`src/rtl/fetch_stage_if.sv`:
```
// Bundle of the fetch-stage signals: instruction-memory port, branch/hazard
// controls coming back from later stages, and the IF/ID buffer outputs.
interface fetch_stage_if #(
  parameter int ADDR_WIDTH  = 16,
  parameter int INSTR_WIDTH = 16
);
  logic [ADDR_WIDTH-1:0]  imem_addr;
  logic [INSTR_WIDTH-1:0] imem_instr;
  logic                   branch_taken;
  logic [ADDR_WIDTH-1:0]  branch_target;
  logic                   hazard_hold;
  logic [INSTR_WIDTH-1:0] id_instruction;
  logic [ADDR_WIDTH-1:0]  id_pc_next;
  logic                   id_valid;
  logic                   pc_stop;
  logic                   halted;

  // The fetch stage itself.
  modport master (
    output imem_addr, id_instruction, id_pc_next, id_valid, pc_stop, halted,
    input  imem_instr, branch_taken, branch_target, hazard_hold
  );

  // Memory, EX branch control, hazard unit and decode as seen from outside.
  modport slave (
    input  imem_addr, id_instruction, id_pc_next, id_valid, pc_stop, halted,
    output imem_instr, branch_taken, branch_target, hazard_hold
  );
endinterface

```
`src/rtl/fetch_stage.sv`:
```
// Instruction-fetch stage with PC register, PC+increment adder, branch
// redirect and the IF/ID pipeline buffer. A fetched HALT freezes the PC and
// the stage then drains a fixed number of unheld cycles into a terminal
// halted state; a branch arriving before that cancels the (wrong-path) HALT.
module fetch_stage #(
  parameter int                    ADDR_WIDTH   = 16,
  parameter int                    INSTR_WIDTH  = 16,
  parameter int                    PC_INCR      = 2,
  parameter logic [ADDR_WIDTH-1:0] RESET_PC     = 16'h0000,
  parameter logic [3:0]            HALT_OPCODE  = 4'hF,
  parameter int                    DRAIN_CYCLES = 3
) (
  input  logic          clock,
  input  logic          reset,
  fetch_stage_if.master bus
);

  // Counter only needs to hold DRAIN_CYCLES down to zero.
  localparam int CNT_W = (DRAIN_CYCLES > 1) ? $clog2(DRAIN_CYCLES + 1) : 1;

  typedef enum logic [1:0] {
    ST_RUN       = 2'd0,
    ST_HALT_PEND = 2'd1,
    ST_HALTED    = 2'd2
  } state_t;

  state_t                 r_state;
  state_t                 w_state_nxt;
  logic [ADDR_WIDTH-1:0]  r_pc;
  logic [ADDR_WIDTH-1:0]  w_pc_nxt;
  logic [ADDR_WIDTH-1:0]  w_pc_plus;
  logic [ADDR_WIDTH-1:0]  w_target;
  logic [INSTR_WIDTH-1:0] r_id_instr;
  logic [INSTR_WIDTH-1:0] w_id_instr_nxt;
  logic [ADDR_WIDTH-1:0]  r_id_pc_next;
  logic [ADDR_WIDTH-1:0]  w_id_pc_next_nxt;
  logic                   r_id_valid;
  logic                   w_id_valid_nxt;
  logic [CNT_W-1:0]       r_drain_cnt;
  logic [CNT_W-1:0]       w_drain_cnt_nxt;
  logic                   w_is_halt;

  // Sequential increment wraps naturally at the top of the address space.
  assign w_pc_plus = r_pc + ADDR_WIDTH'(PC_INCR);
  // Instructions are halfword aligned, so the redirect address drops bit 0.
  assign w_target  = bus.branch_target & ~ADDR_WIDTH'(1);
  assign w_is_halt = (bus.imem_instr[INSTR_WIDTH-1 -: 4] == HALT_OPCODE);

  // Next-state, next-PC and IF/ID buffer selection; priority is branch, then hold, then fetch.
  always_comb begin
    w_state_nxt      = r_state;
    w_pc_nxt         = r_pc;
    w_id_instr_nxt   = r_id_instr;
    w_id_pc_next_nxt = r_id_pc_next;
    w_id_valid_nxt   = r_id_valid;
    w_drain_cnt_nxt  = r_drain_cnt;
    case (r_state)
      ST_RUN: begin
        if (bus.branch_taken) begin
          // Redirect; whatever memory returned this cycle is wrong-path.
          w_pc_nxt         = w_target;
          w_id_instr_nxt   = {INSTR_WIDTH{1'b0}};
          w_id_pc_next_nxt = {ADDR_WIDTH{1'b0}};
          w_id_valid_nxt   = 1'b0;
        end else if (bus.hazard_hold) begin
          w_state_nxt = r_state;
        end else begin
          w_id_instr_nxt   = bus.imem_instr;
          w_id_pc_next_nxt = w_pc_plus;
          w_id_valid_nxt   = 1'b1;
          if (w_is_halt) begin
            // PC parks on the HALT; start draining the younger stages.
            w_state_nxt     = ST_HALT_PEND;
            w_drain_cnt_nxt = CNT_W'(DRAIN_CYCLES);
          end else begin
            w_pc_nxt = w_pc_plus;
          end
        end
      end
      ST_HALT_PEND: begin
        if (bus.branch_taken) begin
          // The HALT was on a mispredicted path: resume normal fetch.
          w_state_nxt      = ST_RUN;
          w_pc_nxt         = w_target;
          w_id_instr_nxt   = {INSTR_WIDTH{1'b0}};
          w_id_pc_next_nxt = {ADDR_WIDTH{1'b0}};
          w_id_valid_nxt   = 1'b0;
          w_drain_cnt_nxt  = {CNT_W{1'b0}};
        end else if (bus.hazard_hold) begin
          w_state_nxt = r_state;
        end else begin
          w_id_instr_nxt   = {INSTR_WIDTH{1'b0}};
          w_id_pc_next_nxt = {ADDR_WIDTH{1'b0}};
          w_id_valid_nxt   = 1'b0;
          w_drain_cnt_nxt  = r_drain_cnt - CNT_W'(1);
          if (r_drain_cnt == CNT_W'(1)) begin
            w_state_nxt = ST_HALTED;
          end else begin
            w_state_nxt = ST_HALT_PEND;
          end
        end
      end
      ST_HALTED: begin
        // Terminal: only reset leaves, so branch and hold are ignored.
        w_id_instr_nxt   = {INSTR_WIDTH{1'b0}};
        w_id_pc_next_nxt = {ADDR_WIDTH{1'b0}};
        w_id_valid_nxt   = 1'b0;
      end
      default: begin
        w_state_nxt      = ST_RUN;
        w_pc_nxt         = RESET_PC;
        w_id_instr_nxt   = {INSTR_WIDTH{1'b0}};
        w_id_pc_next_nxt = {ADDR_WIDTH{1'b0}};
        w_id_valid_nxt   = 1'b0;
        w_drain_cnt_nxt  = {CNT_W{1'b0}};
      end
    endcase
  end

  // State, PC, drain counter and IF/ID buffer registers.
  always_ff @(posedge clock or negedge reset) begin
    if (!reset) begin
      r_state      <= ST_RUN;
      r_pc         <= RESET_PC;
      r_id_instr   <= {INSTR_WIDTH{1'b0}};
      r_id_pc_next <= {ADDR_WIDTH{1'b0}};
      r_id_valid   <= 1'b0;
      r_drain_cnt  <= {CNT_W{1'b0}};
    end else begin
      r_state      <= w_state_nxt;
      r_pc         <= w_pc_nxt;
      r_id_instr   <= w_id_instr_nxt;
      r_id_pc_next <= w_id_pc_next_nxt;
      r_id_valid   <= w_id_valid_nxt;
      r_drain_cnt  <= w_drain_cnt_nxt;
    end
  end

  assign bus.imem_addr      = r_pc;
  assign bus.id_instruction = r_id_instr;
  assign bus.id_pc_next     = r_id_pc_next;
  assign bus.id_valid       = r_id_valid;
  assign bus.pc_stop        = (r_state != ST_RUN);
  assign bus.halted         = (r_state == ST_HALTED);

endmodule

```
`src/flat_wrapper.sv`:
```
// flat-port wrapper written by rule: the top's interface ports become plain ports
module fetch_stage_flat 
#(
  parameter int                    ADDR_WIDTH   = 16,
  parameter int                    INSTR_WIDTH  = 16,
  parameter int                    PC_INCR      = 2,
  parameter logic [ADDR_WIDTH-1:0] RESET_PC     = 16'h0000,
  parameter logic [3:0]            HALT_OPCODE  = 4'hF,
  parameter int                    DRAIN_CYCLES = 3
)
  (clock, reset, bus_imem_addr, bus_id_instruction, bus_id_pc_next, bus_id_valid, bus_pc_stop, bus_halted, bus_imem_instr, bus_branch_taken, bus_branch_target, bus_hazard_hold);
  fetch_stage_if #(.ADDR_WIDTH(ADDR_WIDTH), .INSTR_WIDTH(INSTR_WIDTH)) bus_i ();
  input  logic clock;
  input  logic reset;
  output wire logic [$bits(bus_i.imem_addr)-1:0] bus_imem_addr;
  output wire logic [$bits(bus_i.id_instruction)-1:0] bus_id_instruction;
  output wire logic [$bits(bus_i.id_pc_next)-1:0] bus_id_pc_next;
  output wire logic [$bits(bus_i.id_valid)-1:0] bus_id_valid;
  output wire logic [$bits(bus_i.pc_stop)-1:0] bus_pc_stop;
  output wire logic [$bits(bus_i.halted)-1:0] bus_halted;
  input wire logic [$bits(bus_i.imem_instr)-1:0] bus_imem_instr;
  input wire logic [$bits(bus_i.branch_taken)-1:0] bus_branch_taken;
  input wire logic [$bits(bus_i.branch_target)-1:0] bus_branch_target;
  input wire logic [$bits(bus_i.hazard_hold)-1:0] bus_hazard_hold;
  assign bus_imem_addr = bus_i.imem_addr;
  assign bus_id_instruction = bus_i.id_instruction;
  assign bus_id_pc_next = bus_i.id_pc_next;
  assign bus_id_valid = bus_i.id_valid;
  assign bus_pc_stop = bus_i.pc_stop;
  assign bus_halted = bus_i.halted;
  assign bus_i.imem_instr = bus_imem_instr;
  assign bus_i.branch_taken = bus_branch_taken;
  assign bus_i.branch_target = bus_branch_target;
  assign bus_i.hazard_hold = bus_hazard_hold;
  fetch_stage #(.ADDR_WIDTH(ADDR_WIDTH), .INSTR_WIDTH(INSTR_WIDTH), .PC_INCR(PC_INCR), .RESET_PC(RESET_PC), .HALT_OPCODE(HALT_OPCODE), .DRAIN_CYCLES(DRAIN_CYCLES)) u_core (.clock(clock), .reset(reset), .bus(bus_i));
endmodule
```
`config.mk`:
```
export PLATFORM = sky130hd
export DESIGN_NAME = fetch_stage_flat
export DESIGN_NICKNAME = d
export VERILOG_FILES = /design/src/rtl/fetch_stage_if.sv /design/src/rtl/fetch_stage.sv /design/src/flat_wrapper.sv
export SDC_FILE = /design/constraint.sdc
export NUM_CORES = 1
export LEC_CHECK = 0
export ABC_AREA = 1
export CAP_MARGIN = 20
export CORE_MARGIN = 3
export CORE_UTILIZATION = 35
export DETAILED_ROUTE_END_ITERATION = 16
export PLACE_DENSITY = 0.66
export SETUP_SLACK_MARGIN = 0.15
export SYNTH_ARGS = -nofsm -noshare
export SYNTH_HDL_FRONTEND = slang
export SYNTH_SLANG_ARGS = --single-unit
```
`constraint.sdc`:
```
create_clock -name clock -period 1.46 [get_ports clock]
set_input_delay 0.219 -clock clock [delete_from_list [all_inputs] [get_ports clock]]
set_output_delay 0.219 -clock clock [all_outputs]
set_load 0.02 [all_outputs]
```
==> metrics.json <==
{
  "met3RoutedLength": {"value": 528, "unit": "um"},
  "synth_area": {"value": 0.002606, "unit": "mm^2"},
  "clock_latency": {"value": 310, "unit": "ps"},
  "synth.top_cells.by_count": {"value": "sky130_fd_sc_hd__nand2_1, sky130_fd_sc_hd__dfrtp_1, sky130_fd_sc_hd__nand3_1"},
  "cts_root_buf": {"value": "sky130_fd_sc_hd__clkbuf_8"},
  "drt.antenna.violating_nets": {"value": 0},
  "layout-area-overhead-vs-synth": {"value": 76.09, "unit": "%"},
  "run_status": {"value": "finished, violations left"},
  "maxUsedRoutingLayer": {"value": "met4"},
  "num-nets-final": {"value": 521},
  "drtPass1Iterations": {"value": 4},
  "post_drt_wl_per_cell": {"value": 15.28, "unit": "um"},
  "hold_slack": {"value": 419.1, "unit": "ps"},
  "place.detailed.hpwl": {"value": 5391, "unit": "um"},
  "clock-skew-final": {"value": 8.234, "unit": "ps"},
  "antenna_cells": {"value": 0},
  "grtUsageTotal": {"value": 0.1992},
  "crit_path_frequent_cell": {"value": "sky130_fd_sc_hd__nand2_4"},
  "crit_path_category": {"value": "reg2reg"},
  "max_cap_violations": {"value": 0},
  "synth_area_leaders": {"value": "sky130_fd_sc_hd__dfrtp_1, sky130_fd_sc_hd__nand2_1, sky130_fd_sc_hd__nand3_1, sky130_fd_sc_hd__o21ai_0, sky130_fd_sc_hd__inv_1"},
  "port_buffers": {"value": 84},
  "synth_top_area_share": {"value": 0.4993},
  "setup.worst_path.start_class": {"value": "register"},
  "synthMostInstantiatedCell": {"value": "sky130_fd_sc_hd__nand2_1"},
  "rsz0062_at_grt": {"value": "true"},
  "viasPerCell": {"value": 4.933},
  "std_cell_rows": {"value": 30},
  "seq_area_frac_synth": {"value": 0.4993},
  "maximum_number_of_pins_on_one_net_before_global_route_repair": {"value": 53},
  "pwr_density_cell": {"value": 584.1, "unit": "mW/mm^2"},
  "violations_in_the_final_reports": {"value": "negative setup slack"},
  "clock_tree_from_tritoncts": {"value": "built"},
  "die_x": {"value": 92.29, "unit": "um"},
  "critical-path-slowest-cell": {"value": "sky130_fd_sc_hd__dfrtp_2"},
  "gpl.final_weighted_congestion": {"value": 0.8390},
  "worstPathRequired": {"value": 1700, "unit": "ps"},
  "tritoncts_num_sinks": {"value": 52},
  "finalWirelength": {"value": 8862, "unit": "um"},
  "worst_setup_path_end_kind": {"value": "register"},
  "arrival": {"value": 1740, "unit": "ps"},
  "wl_met1": {"value": 3669, "unit": "um"},
  "via_count": {"value": 2861},
  "setup_violations": {"value": 16},
  "grt_ovf": {"value": 0},
  "cts.clk_slew.worst_paths": {"value": 100, "unit": "ps"},
  "layout.filler_cells": {"value": 554},
  "wire_length_of_the_first_global_routing_pass": {"value": 13680, "unit": "um"},
  "timing.critical_path.slowest_cell_delay": {"value": 450, "unit": "ps"},
  "cts-htree-levels": {"value": 2},
  "synth-seq-cells": {"value": 52},
  "die_area": {"value": 0.008517, "unit": "mm^2"},
  "final.period_utilization": {"value": 1.028},
  "synth.lib_cells_used.distinct": {"value": 23},
  "cell_type_with_the_largest_total_area_after_synthesis": {"value": "sky130_fd_sc_hd__dfrtp_1"},
  "min-delay-path-class": {"value": "in2async"},
  "synth-warning-count": {"value": 0},
  "cts-root-to-sink-buffers": {"value": 2},
  "initial_core_utilization": {"value": 0.3713},
  "timing.final.hold_violations": {"value": 0},
  "first_global_vias": {"value": 2772},
  "layout-drive-gt1-share": {"value": 0.3471},
  "final_max_slew_viols": {"value": 0},
  "detailroute.wirelength.met2": {"value": 4492, "unit": "um"},
  "dpl_worst_slack": {"value": -233.5, "unit": "ps"},
  "coreArea": {"value": 0.007019, "unit": "mm^2"},
  "achievable-frequency": {"value": 666.1, "unit": "MHz"},
  "drc_viols": {"value": 0},
  "tritoncts.num_buffers": {"value": 5},
  "cp_cell_sequence": {"value": "inv_2, nand2_4, nor2_4, nand2_4, buf_6, nand2_8, buf_4, buf_16, nand2_2, o21ai_1"},
  "iteration_0_drc_count_of_the_detailed_router": {"value": 145},
  "design.portCount": {"value": 87},
  "synth_async_sr_flop_share": {"value": 1.000},
  "floorplan.die.height": {"value": 92.29, "unit": "um"},
  "ir_drop": {"value": 0.4163, "unit": "mV"},
  "ys_dominant_reg_cell": {"value": "sky130_fd_sc_hd__dfrtp_1"},
  "syn_nets": {"value": 381},
  "synth_enable_flop_cells": {"value": 0},
  "finalCriticalPeriod": {"value": 1501, "unit": "ps"},
  "p_leak": {"value": 0.002378, "unit": "uW"},
  "antenna_found_initial": {"value": 0},
  "crit_path_max_fanout": {"value": 7},
  "avgSynthCellArea": {"value": 7.598, "unit": "um^2"},
  "timing.final.ws_setup": {"value": -41.39, "unit": "ps"},
  "post_synth_inst_count": {"value": 343}
}
[worst paths after layout]
path                                         startpoint                           end  slack (ps)  depth (start not counted)
min                                               reset       u_core.bus.imem_addr[3]         420                          3
max reg2reg                           u_core.r_state[1]     u_core.bus.id_pc_next[13]         -40                         10
min reg2reg                u_core.bus.id_instruction[1]  u_core.bus.id_instruction[1]         480                          2
min in group clock                    bus_imem_instr[7]  u_core.bus.id_instruction[7]         460                          3
max                                   u_core.r_state[1]     u_core.bus.id_pc_next[13]         -40                         10
max in group asynchronous                         reset       u_core.bus.imem_addr[5]         790                          3
[layer usage]
metal / vias to the layer above / track usage
met5: - / 0
met4: 0 / 0.04827
met3: 18 / 0.03656
met2: 118 / 0.3364
met1: 1345 / 0.2654
li1: 1380 / -
[cells in the final DEF (no fill, tap or decap), types with 6 or more instances in the layout]
cell type                         instances
sky130_fd_sc_hd__a21oi_1                  6
sky130_fd_sc_hd__buf_12                   7
sky130_fd_sc_hd__buf_4                   35
sky130_fd_sc_hd__buf_6                   13
sky130_fd_sc_hd__clkbuf_8                 6
sky130_fd_sc_hd__clkdlybuf4s50_1         33
sky130_fd_sc_hd__dfrtp_1                 41
sky130_fd_sc_hd__dfrtp_2                 11
sky130_fd_sc_hd__dlygate4sd2_1           31
sky130_fd_sc_hd__inv_1                   21
sky130_fd_sc_hd__nand2_1                111
sky130_fd_sc_hd__nand2_2                 33
sky130_fd_sc_hd__nand2_4                  9
sky130_fd_sc_hd__nand3_1                 26
sky130_fd_sc_hd__nand3_2                  6
sky130_fd_sc_hd__nand4_1                  7
sky130_fd_sc_hd__nor2_1                   7
sky130_fd_sc_hd__nor2_4                   8
sky130_fd_sc_hd__o21ai_0                 14
sky130_fd_sc_hd__o21ai_1                  9
[through the flow]
stage	util	TNS, ps	instance area [um^2]	instances	total power [uW]
floorplan	-	0	2643	343	1483
global placement	0.5401	-5947	3791	543	1629
detailed placement	0.5401	-6845	3791	543	1630
CTS	0.6257	-3.610	4392	572	2703
global route	0.6538	-2916	4589	580	2779
finish	0.6538	-385.4	4589	580	2681
[critical path: cells and delay by family, from the launching register on]
kind / cells / cell delay, ps
flops: 1 / 450
buf+inv: 4 / 470
compound gates: 1 / 60
simple gates: 5 / 450
[area by class of cell]
cell class                 instances  area [um^2]  share of cell area
clock buffer                       6        82.58             0.01799
inverter                          25        93.84             0.02045
sequential                        52         1315              0.2865
multi-input combinational        255         1439              0.3135
timing repair buffer             144         1500              0.3269
tap                               96        120.1             0.02617
clock inverter                     2        38.79            0.008451
[state kept, by name (all words and copies together), names as in the netlist]
| register | count |
|---|---|
| u_core.r_state | 2 |
| u_core.bus.id_instruction | 16 |
| u_core.bus.id_valid | 1 |
| u_core.r_drain_cnt | 2 |
| u_core.bus.imem_addr | 15 |
| u_core.bus.id_pc_next | 16 |
[report_power, final]
part           internal [uW]  switching (uW)  total [uW]
clock                    562             512        1070
combinational           99.6            68.2         168
sequential              1440               0        1440
[timing repair]
action	4_1_cts	5_1_grt
endpoints found under the hold margin	52	0
pin swaps	13	18
setup endpoints to repair	101	67
buffers inserted	14	8
hold buffers	1	0
gates cloned	6	0
gates resized for setup	150	74
[logic make-up after synthesis]
kind of cell    Yosys count  share of synthesized area
fa+ha+maj                 2                   0.009600
flops                    52                     0.4993
compound gates           37                    0.07393
buf+inv                  36                    0.06241
other cells               1                   0.001439
simple gates            215                     0.3533
No activity file was read; power rests on OpenSTA's default activity.
